[config.mk]
export PLATFORM = sky130hd
export DESIGN_NAME = game_frame_scheduler
export DESIGN_NICKNAME = d
export VERILOG_FILES = /design/src/rtl/game_frame_scheduler.sv
export SDC_FILE = /design/constraint.sdc
export NUM_CORES = 1
export LEC_CHECK = 0
export CAP_MARGIN = 15
export CORE_ASPECT_RATIO = 0.7
export CORE_UTILIZATION = 36
export DETAILED_ROUTE_END_ITERATION = 8
export PLACE_DENSITY_LB_ADDON = 0.1
export SYNTH_ARGS = -nofsm -noshare
export SYNTH_HDL_FRONTEND = slang
export SYNTH_SLANG_ARGS = --single-unit
[constraint.sdc]
create_clock -name Master_Clock_In -period 3.85 [get_ports Master_Clock_In]
set_input_delay 0.385 -clock Master_Clock_In [delete_from_list [all_inputs] [get_ports Master_Clock_In]]
set_output_delay 0.385 -clock Master_Clock_In [all_outputs]
set_load 0.005 [all_outputs]
[src/rtl/game_frame_scheduler.sv]
// Frame-synchronous game-state sequencer: once per frame (start of vertical blanking) it
// moves the player, advances the bullet pool, fires, then commits all sprite state at once.
module game_frame_scheduler #(
   parameter int SCREEN_W      = 640,
   parameter int SCREEN_H      = 480,
   parameter int PLAYER_SIZE   = 32,
   parameter int PLAYER_STEP   = 4,
   parameter int BULLET_STEP   = 8,
   parameter int FIRE_COOLDOWN = 8,
   parameter int START_X       = 304,
   parameter int START_Y       = 400
) (
   input  logic        Master_Clock_In,
   input  logic        Reset_In,
   input  logic        Up,
   input  logic        Down,
   input  logic        Left,
   input  logic        Right,
   input  logic        Fire,
   input  logic [9:0]  Val_Col_In,
   input  logic [9:0]  Val_Row_In,
   output logic [9:0]  Player_X_Out,
   output logic [9:0]  Player_Y_Out,
   output logic [3:0]  Bullet_Valid_Out,
   output logic [39:0] Bullet_X_Out,
   output logic [39:0] Bullet_Y_Out,
   output logic        Update_Busy_Out,
   output logic [15:0] Frame_Count_Out,
   output logic [2:0]  Sched_State_Out
);

   // Handshake: none. The frame tick is a level condition sampled only in IDLE;
   // a tick seen while busy is dropped, never queued.

   localparam logic [2:0] S_IDLE   = 3'd0;
   localparam logic [2:0] S_SAMPLE = 3'd1;
   localparam logic [2:0] S_MOVE   = 3'd2;
   localparam logic [2:0] S_BULLET = 3'd3;
   localparam logic [2:0] S_FIRE   = 3'd4;
   localparam logic [2:0] S_COMMIT = 3'd5;

   localparam logic signed [10:0] STEP_S  = 11'(PLAYER_STEP);
   localparam logic signed [10:0] MAX_X_S = 11'(SCREEN_W - PLAYER_SIZE);
   localparam logic signed [10:0] MAX_Y_S = 11'(SCREEN_H - PLAYER_SIZE);
   localparam logic [9:0]  B_STEP   = 10'(BULLET_STEP);
   localparam logic [9:0]  HALF_P   = 10'(PLAYER_SIZE / 2);
   localparam logic [7:0]  COOL_MAX = 8'(FIRE_COOLDOWN);

   logic [2:0]       state, state_next;
   logic [1:0]       slot_cnt;
   logic [4:0]       btn_meta, btn_sync, btn_lat;   // {up, down, left, right, fire}
   logic [7:0]       cooldown;

   logic [9:0]       sh_px, sh_py;
   logic [3:0]       sh_valid;
   logic [3:0][9:0]  sh_bx, sh_by;
   logic [3:0][9:0]  com_bx, com_by;

   logic             tick;
   logic signed [10:0] nx, ny;
   logic [9:0]       move_x, move_y;
   logic [1:0]       free_idx;
   logic             any_free;
   logic             shot;

   assign tick            = (Val_Row_In == 10'(SCREEN_H)) && (Val_Col_In == 10'd0);
   assign Bullet_X_Out    = com_bx;
   assign Bullet_Y_Out    = com_by;
   assign Sched_State_Out = state;

   always_comb begin
      state_next = state;
      case (state)
         S_IDLE:   if (tick) state_next = S_SAMPLE;
         S_SAMPLE: state_next = S_MOVE;
         S_MOVE:   state_next = S_BULLET;
         S_BULLET: if (slot_cnt == 2'd3) state_next = S_FIRE;
         S_FIRE:   state_next = S_COMMIT;
         S_COMMIT: state_next = S_IDLE;
         default:  state_next = S_IDLE;
      endcase
   end

   // Opposing directions cancel; results clamp to the visible area, never wrap.
   always_comb begin
      nx = $signed({1'b0, sh_px});
      ny = $signed({1'b0, sh_py});
      if (btn_lat[4] && !btn_lat[3]) ny = ny - STEP_S;
      if (btn_lat[3] && !btn_lat[4]) ny = ny + STEP_S;
      if (btn_lat[2] && !btn_lat[1]) nx = nx - STEP_S;
      if (btn_lat[1] && !btn_lat[2]) nx = nx + STEP_S;
      if (nx < 11'sd0)        move_x = 10'd0;
      else if (nx > MAX_X_S)  move_x = MAX_X_S[9:0];
      else                    move_x = nx[9:0];
      if (ny < 11'sd0)        move_y = 10'd0;
      else if (ny > MAX_Y_S)  move_y = MAX_Y_S[9:0];
      else                    move_y = ny[9:0];
   end

   // Lowest-index free slot; slots cleared in this frame's bullet phase count as free.
   always_comb begin
      free_idx = 2'd0;
      any_free = 1'b0;
      for (int i = 3; i >= 0; i--) begin
         if (!sh_valid[i]) begin
            free_idx = 2'(i);
            any_free = 1'b1;
         end
      end
   end

   assign shot = btn_lat[0] && (cooldown == 8'd0) && any_free;

   always_ff @(posedge Master_Clock_In) begin
      if (Reset_In) begin
         state            <= S_IDLE;
         slot_cnt         <= 2'd0;
         btn_meta         <= '0;
         btn_sync         <= '0;
         btn_lat          <= '0;
         cooldown         <= 8'd0;
         sh_px            <= 10'(START_X);
         sh_py            <= 10'(START_Y);
         sh_valid         <= '0;
         sh_bx            <= '0;
         sh_by            <= '0;
         Player_X_Out     <= 10'(START_X);
         Player_Y_Out     <= 10'(START_Y);
         Bullet_Valid_Out <= '0;
         com_bx           <= '0;
         com_by           <= '0;
         Update_Busy_Out  <= 1'b0;
         Frame_Count_Out  <= 16'd0;
      end else begin
         btn_meta        <= {Up, Down, Left, Right, Fire};
         btn_sync        <= btn_meta;
         state           <= state_next;
         Update_Busy_Out <= (state_next != S_IDLE);
         case (state)
            S_SAMPLE: begin
               btn_lat  <= btn_sync;
               sh_px    <= Player_X_Out;
               sh_py    <= Player_Y_Out;
               sh_valid <= Bullet_Valid_Out;
               sh_bx    <= com_bx;
               sh_by    <= com_by;
               slot_cnt <= 2'd0;
            end
            S_MOVE: begin
               sh_px <= move_x;
               sh_py <= move_y;
            end
            S_BULLET: begin
               if (sh_valid[slot_cnt]) begin
                  if (sh_by[slot_cnt] >= B_STEP) sh_by[slot_cnt] <= sh_by[slot_cnt] - B_STEP;
                  else                           sh_valid[slot_cnt] <= 1'b0;
               end
               slot_cnt <= slot_cnt + 2'd1;
            end
            S_FIRE: begin
               if (shot) begin
                  sh_valid[free_idx] <= 1'b1;
                  sh_bx[free_idx]    <= sh_px + HALF_P;
                  sh_by[free_idx]    <= sh_py;
                  cooldown           <= COOL_MAX;
               end else if (cooldown != 8'd0) begin
                  cooldown <= cooldown - 8'd1;
               end
            end
            S_COMMIT: begin
               Player_X_Out     <= sh_px;
               Player_Y_Out     <= sh_py;
               Bullet_Valid_Out <= sh_valid;
               com_bx           <= sh_bx;
               com_by           <= sh_by;
               Frame_Count_Out  <= Frame_Count_Out + 16'd1;
            end
            default: ;
         endcase
      end
   end

endmodule
==> impl_metrics.csv, run 1 <==
group,metric,value,unit
yosys,synth_cells,1481,
outcome,status,"finished with violations",
critical_path,cp-start-kind,"flop",
floorplan,die_area,34100,um2
route,initialDrtViolationCount,1209,
clocking,cts_tree,"done",
critical_path,end_kind,"flop",
clocking,ctsHoldBuffers,0,
critical_path,rr_worst_depth,6,
flow_run,maxCapViolCount,0,
cells_and_area,fin_nets,1608,
place,pre_cts_ws,561,ps
yosys,synth-edff-count,0,
sta,finalHoldViolCount,0,
critical_path,worstPathRequired,4300,ps
sta,max_slew_margin,38.9,%
floorplan,rows,55,
yosys,synth-simple-area-share,21.9,%
sta,rsz0062_at_grt,"no",
route,ant_nets,0,
cells_and_area,stdcell_area,14800,um2
floorplan,chipHeight,155,um
critical_path,regToRegSetupSlack,510,ps
global_route,grt_pass1_wl,65400,um
yosys,synth_top_family_by_area,"compound AO/OA/AOI/OAI gates",
yosys,ys_warn_count,0,
floorplan,core_region_area,32600,um2
clocking,cts-resized-gates,0,
route,wl_per_cell,20.9,um
cells_and_area,final_cell_mix,"307 x nand2_1, 253 x dfxtp_1, 154 x a21oi_1",
critical_path,crit_arrival,3790,ps
yosys,synthAdderAreaFrac,1.36,%
sta,setup_viol,0,
floorplan,ios,151,
sta,final_max_slew_viol_count,0,
sta,clock_skew,18.3,ps
critical_path,reg2reg_to,"sh_by[29]",
clocking,postCtsSetupBuffers,0,
outcome,violations,"DRC",
sta,worst_pin_slew,914,ps
clocking,h-tree-depth,1,
floorplan,die_w,220,um
sta,finalSetupTns,0,ps
place,gp_congestion,0.910,
power,power.density,376,nW/um2
clocking,clk_pin_slew,60,ps
clocking,cts_max_path_buffers,3,
yosys,async_flop_share,0,%
global_route,grt_max_degree,90,
power,ir_drop,398,uV
critical_path,critical_path.endpoint,"sh_by[29]",
critical_path,r2r-start,"slot_cnt[0]",
yosys,synthMuxAreaShare,2.98,%
place,place_hpwl,28500,um
hold_path,worstHoldStart,"Reset_In",
sta,fin_crit,3340,ps
hold_path,hold_path_class,"input port to flop",
yosys,yosysSeqAreaShare,42.2,%
yosys,synth-main-ff-cell,"dfxtp_1",
clocking,insertion_delay,560,ps
global_route,gr-total-overflow,0,
route,first_pass_iters,8,
sta,whs,222,ps
sta,fmax,300,MHz
critical_path,crit_fanout,39,
yosys,synthDistinctLibCells,74,
place,placed_cell_area,13800,um2
hold_path,whs_path_depth,2,
global_route,antenna_found_initial,0,
yosys,ys_seq_elements,253,
cells_and_area,final_core_util,45.3,%
sta,min_period_over_period,86.7,%
clocking,cts_root_buffer,"clkbuf_16",
global_route,first_global_vias,10800,
cells_and_area,area_delta_synth_final,23.1,%
cells_and_area,insertedDiodeCount,0,
yosys,synth_xor_area_share,3.21,%
route,num_vias,11700,
yosys,synth.net_count,1521,
cells_and_area,final_common_cell,"nand2_1",
power,p_total,5.55,mW
place,port_buffers,150,
yosys,syn_avg_cell_area,8.10,um2
cells_and_area,drive_above_1_share,6.93,%
route,via_per_inst,5.80,
route,wirelength,42100,um
clocking,numCtsBuffers,28,
cells_and_area,stdcell_count,2015,
clocking,cts.sinks,253,
sta,setup_slack,513,ps
route,drc,10,
power,leakagePower,4.70,nW
yosys,netlist_area,12000,um2
place,dpl.cell_count,1965,
floorplan,start_util,36.8,%
critical_path,cp-startpoint,"slot_cnt[0]",
critical_path,path_class,"flop to flop",
global_route,grtUsageTotal,24.5,%
yosys,synth-compound-area-share,23.3,%
cells_and_area,fill_cells,3222,
[synthesized netlist by cell type (22+ instances only)]
cell type | count | area (um2)
o21ai_0 | 36 | 180
clkbuf_1 | 105 | 394
a21oi_1 | 155 | 776
a222oi_1 | 22 | 220
nor3_1 | 23 | 115
a22oi_1 | 35 | 263
nor2_1 | 119 | 447
dfxtp_1 | 253 | 5060
inv_1 | 26 | 97.6
nand2_1 | 307 | 1150
xnor2_1 | 28 | 245
o32ai_1 | 27 | 236
nand3_1 | 35 | 175
a211oi_1 | 36 | 270
[cell families (layout without fill, tap and decap cells)]
family | count (synthesis) | after routing
AND/OR/NAND/NOR | 585 | 585
AO/OA/AOI/OAI | 412 | 412
flip-flops | 253 | 253
buffers and inverters | 153 | 260
XOR/XNOR | 44 | 44
multiplexers | 21 | 21
adder cells (fa/ha/maj) | 13 | 13
[worst max-delay path, stage by stage, from the launching register on]
cell and delay, ps:
dfxtp_1 610, mux4_1 670, or4_4 590, nor3_4 270, or3b_4 530, nor3_1 270
o32ai_1 270
[cell type report]
cell class              count  area, um2  share of cell area (%)
multi-input cells        1075       6340                    43.0
flip-flops and latches    253       5060                    34.3
repair buffers            184       1770                    12.0
clock buffers              38        810                    5.48
well taps                 427        534                    3.62
clock inverters            12        141                   0.958
inverters                  26       97.6                   0.661
[state kept, by name (all words and copies together) (netlist names)]
| signal | count |
|---|---|
| Bullet_X_Out | 40 |
| Bullet_Y_Out | 40 |
| sh_bx | 40 |
| sh_by | 40 |
| Frame_Count_Out | 16 |
| Player_X_Out | 10 |
| Player_Y_Out | 10 |
| sh_px | 10 |
| sh_py | 10 |
| cooldown | 8 |
| btn_lat | 5 |
| btn_meta | 5 |
| btn_sync | 5 |
| Bullet_Valid_Out | 4 |
| sh_valid | 4 |
| Sched_State_Out | 3 |
| slot_cnt | 2 |
| Update_Busy_Out | 1 |
[where the power goes]
| part | internal [mW] | switching (mW) |
|---|---|---|
| Combinational | 0.0351 | 0.0621 |
| Clock | 1.67 | 1.14 |
| Sequential | 2.63 | 0.0135 |
[worst min path at each step]
stage / end / slack [ps]
2_1_floorplan: btn_sync[0] / 410
3_3_place_gp: btn_lat[1] / 420
3_5_place_dp: btn_sync[1] / 420
4_1_cts: Sched_State_Out[1] / 220
5_1_grt: Bullet_X_Out[4] / 230
6_report: Player_X_Out[0] / 220
[per-layer routing]
metal  vias to the layer above  share of wire, %  GRT usage (%)
met5                         -                 0              0
met2                       475                39           32.9
met3                        61               8.3           4.50
met1                      5616                51           39.5
li1                       5526                 -              -
met4                         0               1.5           4.99
Note: power is estimated with default switching activity, not from simulation.
==> inputs of run 2 (changes only) <==
==> constraint.sdc (replaced) <==
create_clock -name Master_Clock_In -period 3.85 [get_ports Master_Clock_In]
set_input_delay 0.385 -clock Master_Clock_In [delete_from_list [all_inputs] [get_ports Master_Clock_In]]
set_output_delay 0.385 -clock Master_Clock_In [all_outputs]
set_load 0.1 [all_outputs]
==> results of run 2 <==
Same layout as run 1 (identical final DEF). Status: finished with violations: DRC.
